### src/rtl/mul_addtree_pipe_if.sv
// Operand/product bus for the pipelined adder-tree multiplier.
interface mul_addtree_pipe_if #(
    parameter int unsigned WIDTH = 4
);
    logic                 in_valid;
    logic [WIDTH-1:0]     mul_a;
    logic [WIDTH-1:0]     mul_b;
    logic [2*WIDTH-1:0]   mul_out;
    logic                 out_valid;

    // Producer side: drives operands, observes products.
    modport master (
        output in_valid,
        output mul_a,
        output mul_b,
        input  mul_out,
        input  out_valid
    );

    // Multiplier side: consumes operands, drives products.
    modport slave (
        input  in_valid,
        input  mul_a,
        input  mul_b,
        output mul_out,
        output out_valid
    );
endinterface

### src/rtl/mul_addtree_pipe.sv
// Unsigned WIDTH x WIDTH multiplier: registered partial products followed by
// a registered binary adder tree. One operand pair per clock, fixed latency
// LAT = 1 + ceil(log2(WIDTH)), no stalls.
module mul_addtree_pipe #(
    parameter int unsigned WIDTH = 4
) (
    input  logic             clk,
    input  logic             rst,
    mul_addtree_pipe_if.slave bus
);

    localparam int unsigned PW     = 2 * WIDTH;
    localparam int unsigned LEVELS = $clog2(WIDTH);
    localparam int unsigned LAT    = 1 + LEVELS;

    // Level k holds ceil(WIDTH / 2^k) nodes; level 0 is the partial products,
    // level LEVELS is the single final sum that drives mul_out.
    for (genvar k = 0; k <= LEVELS; k++) begin : g_lvl
        localparam int unsigned CNT = (WIDTH + (1 << k) - 1) >> k;

        logic [PW-1:0] node [CNT];

        if (k == 0) begin : g_pp
            // Partial products: row i is mul_a gated by mul_b[i], shifted by i.
            always_ff @(posedge clk or posedge rst) begin
                if (rst) begin
                    for (int i = 0; i < int'(WIDTH); i++) begin
                        node[i] <= '0;
                    end
                end else begin
                    for (int i = 0; i < int'(WIDTH); i++) begin
                        node[i] <= bus.mul_b[i] ? (PW'(bus.mul_a) << i) : '0;
                    end
                end
            end
        end else begin : g_add
            localparam int unsigned PREV  = (WIDTH + (1 << (k - 1)) - 1) >> (k - 1);
            localparam int          PAIRS = int'(PREV / 2);
            localparam bit          ODD   = (PREV % 2) == 1;

            // Pairwise sums of the previous level; an odd last node is carried
            // forward unchanged so every path sees the same register count.
            always_ff @(posedge clk or posedge rst) begin
                if (rst) begin
                    for (int j = 0; j < int'(CNT); j++) begin
                        node[j] <= '0;
                    end
                end else begin
                    for (int j = 0; j < PAIRS; j++) begin
                        node[j] <= g_lvl[k-1].node[2*j] + g_lvl[k-1].node[2*j+1];
                    end
                    if (ODD) begin
                        node[CNT-1] <= g_lvl[k-1].node[PREV-1];
                    end
                end
            end
        end
    end

    logic [LAT-1:0] vld;

    // Valid bit travels in lockstep with the data through all LAT stages.
    always_ff @(posedge clk or posedge rst) begin
        if (rst) begin
            vld <= '0;
        end else begin
            vld <= {vld[LAT-2:0], bus.in_valid};
        end
    end

    assign bus.mul_out   = g_lvl[LEVELS].node[0];
    assign bus.out_valid = vld[LAT-1];

endmodule

### src/flat_wrapper.sv
// flat-port wrapper written by rule: the top's interface ports become plain ports
module mul_addtree_pipe_flat 
#(
    parameter int unsigned WIDTH = 4
)
  (clk, rst, bus_in_valid, bus_mul_a, bus_mul_b, bus_mul_out, bus_out_valid);
  mul_addtree_pipe_if #(.WIDTH(WIDTH)) bus_i ();
  input  logic clk;
  input  logic rst;
  input wire logic [$bits(bus_i.in_valid)-1:0] bus_in_valid;
  input wire logic [$bits(bus_i.mul_a)-1:0] bus_mul_a;
  input wire logic [$bits(bus_i.mul_b)-1:0] bus_mul_b;
  output wire logic [$bits(bus_i.mul_out)-1:0] bus_mul_out;
  output wire logic [$bits(bus_i.out_valid)-1:0] bus_out_valid;
  assign bus_i.in_valid = bus_in_valid;
  assign bus_i.mul_a = bus_mul_a;
  assign bus_i.mul_b = bus_mul_b;
  assign bus_mul_out = bus_i.mul_out;
  assign bus_out_valid = bus_i.out_valid;
  mul_addtree_pipe #(.WIDTH(WIDTH)) u_core (.clk(clk), .rst(rst), .bus(bus_i));
endmodule
### config.mk
export PLATFORM = sky130hd
export DESIGN_NAME = mul_addtree_pipe_flat
export DESIGN_NICKNAME = d
export VERILOG_FILES = /design/src/rtl/mul_addtree_pipe_if.sv /design/src/rtl/mul_addtree_pipe.sv /design/src/flat_wrapper.sv
export SDC_FILE = /design/constraint.sdc
export NUM_CORES = 1
export LEC_CHECK = 0
export CORE_AREA = 4 4 57 59
export DETAILED_ROUTE_END_ITERATION = 8
export DIE_AREA = 0 0 61 63
export HOLD_SLACK_MARGIN = 0.06
export PLACE_DENSITY = 0.88
export SYNTH_ARGS = -nofsm -noshare
export SYNTH_HDL_FRONTEND = slang
export SYNTH_SLANG_ARGS = --single-unit
### constraint.sdc
create_clock -name clk -period 2.5 [get_ports clk]
set_input_delay 0.5 -clock clk [delete_from_list [all_inputs] [get_ports clk]]
set_output_delay 0.5 -clock clk [all_outputs]
set_load 0.005 [all_outputs]
==> results by group <==
Yosys
  – Syn nets: 126
  – Gate Count Post-Synth: 102
  – Count leader, synth: dfrtp_1
  – Synth warn: 0
  – Sequential area share after synthesis: 0.6627
  – Synth area leader: dfrtp_1
  – Top cells by count, synth: dfrtp_1 (39), and2_1 (16), ha_1 (10), inv_1 (10), xnor2_1 (5)
  – Top FF cell, synth: dfrtp_1
  – Avg Cell Area, Syn: 14.44 sq um
  – Distinct cells, synth: 15
  – EDFF count, synth: 0
  – Seq cells post-synth: 39
  – Asr flop ratio synth: 1.000
  – Mapped cell area: 0.001473 sq mm
  – Synth area leaders: dfrtp_1 (66%), ha_1 (8.5%), and2_1 (6.8%), fa_1 (4.1%), xnor2_1 (3.0%)
  – Area fraction of the dominant cell type after synthesis: 0.6627

Worst setup path
  – CP endpoint kind: output port
  – Crit-path max FO: 1
  – Setup CP Type: reg2out
  – R2R cell count: 5
  – Critical-path cell list: clkdlybuf4s50_1
  – Crit-path slowest cell: clkdlybuf4s50_1
  – Largest stage delay on the critical path: 0.50 ns
  – CP Buf/Inv Count: 1
  – Worst path required time: 2.00 ns
  – Reg2reg start: u_core.g_lvl[1].node[2]
  – WP data arrival: 1.16 ns
  – Worst r2r dst: u_core.bus.mul_out[6]
  – Crit-path leading delay family: buffers and inverters
  – R2R setup slack: 0.91 ns
  – Setup crit start kind: flip-flop

Placed design
  – Pre-CTS setup slack: 0.9231 ns
  – Gpl congestion: 0.6992
  – HPWL after detailed placement: 1572 microns
  – Placed cells: 153
  – Port Buffers: 19

CTS
  – Cts hold-fix bufs: 0
  – CTS tree: yes
  – Clock Sink Count: 39
  – Clock slew at reported path FFs: 0.10 ns
  – H-tree depth: 2
  – CTS buffer count: 5
  – Setup bufs post-CTS: 0
  – Post-CTS Resized: 0
  – Clk root buf: clkbuf_4
  – Clk buf depth: 2
  – Worst skew pair latency: 0.33 ns

Pwr
  – Final Total Pwr: 1223 uW
  – Leak: 0.0008823 uW
  – Cell Int Power: 953.1 uW
  – Clock power share: 0.282
  – Peak supply drop: 412.8 uV
  – Sw Pwr: 270.1 uW
  – Sw Share: 0.2208
  – PD cells: 688.0 mW/mm^2
  – Logic pwr share: 0.139
  – Sequential power share: 0.579

Route
  – Top sig layer: met4
  – Routed wl met2: 1134 microns
  – Routed wire per std cell: 12.17 microns
  – Vias per cell: 4.845
  – TritonRoute pass-1 iters: 2
  – Final WL: 1959 microns
  – Met3 WL: 139 microns
  – Final routed DRC violation total: 0
  – DRT iter0 DRCs: 5
  – Via count: 780
  – Post-DRT Antenna Nets: 0
  – M1 wire length: 669 microns

Die
  – FP Rows: 19
  – Height of the chip: 63 microns
  – Chip width: 61 microns
  – Die area: 0.003843 sq mm
  – Top Ports: 20
  – Starting Density: 0.5434
  – Core outline area: 0.002710 sq mm

STA
  – Final Cycle Share: 0.6628
  – RSZ-0062 raised after global routing: false
  – FMAX: 0.6035 GHz
  – Final Setup Violations: 0
  – Worst slew pin tran: 0.4500 ns
  – Final setup margin: 0.8431 ns
  – Setup TNS Final: 0 ns
  – Minimum clock period: 1.657 ns
  – Final setup skew: 0.006826 ns
  – Max Transition Viols Final: 0
  – Hold slack: 0.3580 ns
  – Relative slew slack: 0.7000
  – Final hold vios: 0

Cells and area
  – Final #Nets: 153
  – Layout cell share with drive strength beyond 1: 0.06923
  – Cell Count, Final, Fillers Out: 161
  – Antenna Diode Count: 0
  – Area growth from synthesis to layout: 20.73%

Flow run
  – Max Cap Viol: 0

GRT
  – Global route overflow: 0
  – Number of global-route vias before repair: 895
  – Initial antenna violation count: 0
  – Total GRT Usage: 0.1331
  – Largest net degree at the start of global routing: 40
  – Global-route wire length before repair: 3615 microns

Run status
  – Status: complete, no violations

Min path
  – Hold Startpoint: u_core.g_lvl[1].node[9]
  – Hold endpoint: u_core.bus.mul_out[1]
  – Hold Path Cell Cnt: 0
  – Hold crit path type: reg2reg
==> routing by layer <==
layer | up-vias | track usage
met2 | 21 | 0.2406
met4 | 0 | 0.05691
met5 | - | 0
met1 | 381 | 0.1198
li1 | 376 | -
met3 | 2 | 0.06198
==> power groups by stage <==
stage / registers, uW / clock network (uW) / logic, uW
5_1_grt: 715 / 395 / 194
4_1_cts: 710 / 360 / 175
3_5_place_dp: 723 / 0 / 174
3_3_place_gp: 719 / 0 / 165
2_1_floorplan: 722 / 0 / 79.1
6_report: 708 / 345 / 170
==> layout by cell type (no fill, tap or decap) <==
cell type,count
o21a_1,2
xnor2_1,5
xor2_1,3
fa_1,3
and2_1,16
nand3_1,2
o211ai_2,1
clkbuf_8,2
dfrtp_1,39
clkbuf_1,1
o21bai_1,1
a21oi_1,4
nand2_1,1
a21o_1,3
nor2b_1,2
buf_4,1
ha_1,10
clkdlybuf4s50_1,19
inv_1,10
clkbuf_4,5
==> through the flow <==
stage / cell area, sq um / util
floorplan: 1473 / -
global placement: 1709 / 0.6307
detailed placement: 1709 / 0.6307
CTS: 1778 / 0.6560
global route: 1778 / 0.6560
finish: 1778 / 0.6560
==> flip-flops by register name (all words and copies together), names as in the netlist <==
signal and flops:
u_core.vld 3, u_core.g_lvl.node 28, u_core.bus.mul_out 8
==> logic make-up (layout without fill, tap and decap cells) <==
family,count (synthesis),count (layout),synth area share
buf+inv,10,38,0.02549
compound gates,11,11,0.05267
fa+ha+maj,13,13,0.1257
flops,39,39,0.6627
xor+xnor,8,8,0.04758
simple gates,21,21,0.08581
==> final cells by class <==
| type | instances | area [sq um] |
|---|---|---|
| fill | 207 | 932.1 |
| tap | 31 | 38.79 |
| clock buffer | 8 | 68.82 |
| multi-input combinational | 53 | 459.2 |
| timing repair buffer | 20 | 197.7 |
| sequential | 39 | 975.9 |
| inverter | 10 | 37.54 |
==> how the worst max path moves through the flow <==
stage               slack (ns)                    end                    start  cells after the start
global placement          1.01  u_core.bus.mul_out[6]  u_core.g_lvl[1].node[2]                      5
CTS                       0.81         bus_mul_out[0]    u_core.bus.mul_out[0]                      1
finish                    0.84         bus_mul_out[0]    u_core.bus.mul_out[0]                      1
floorplan                 1.04  u_core.bus.mul_out[6]  u_core.g_lvl[1].node[2]                      5
global route              0.77         bus_mul_out[5]    u_core.bus.mul_out[5]                      1
detailed placement        0.92  u_core.bus.mul_out[6]  u_core.g_lvl[1].node[2]                      5
Power figures use the tool's default switching activity.
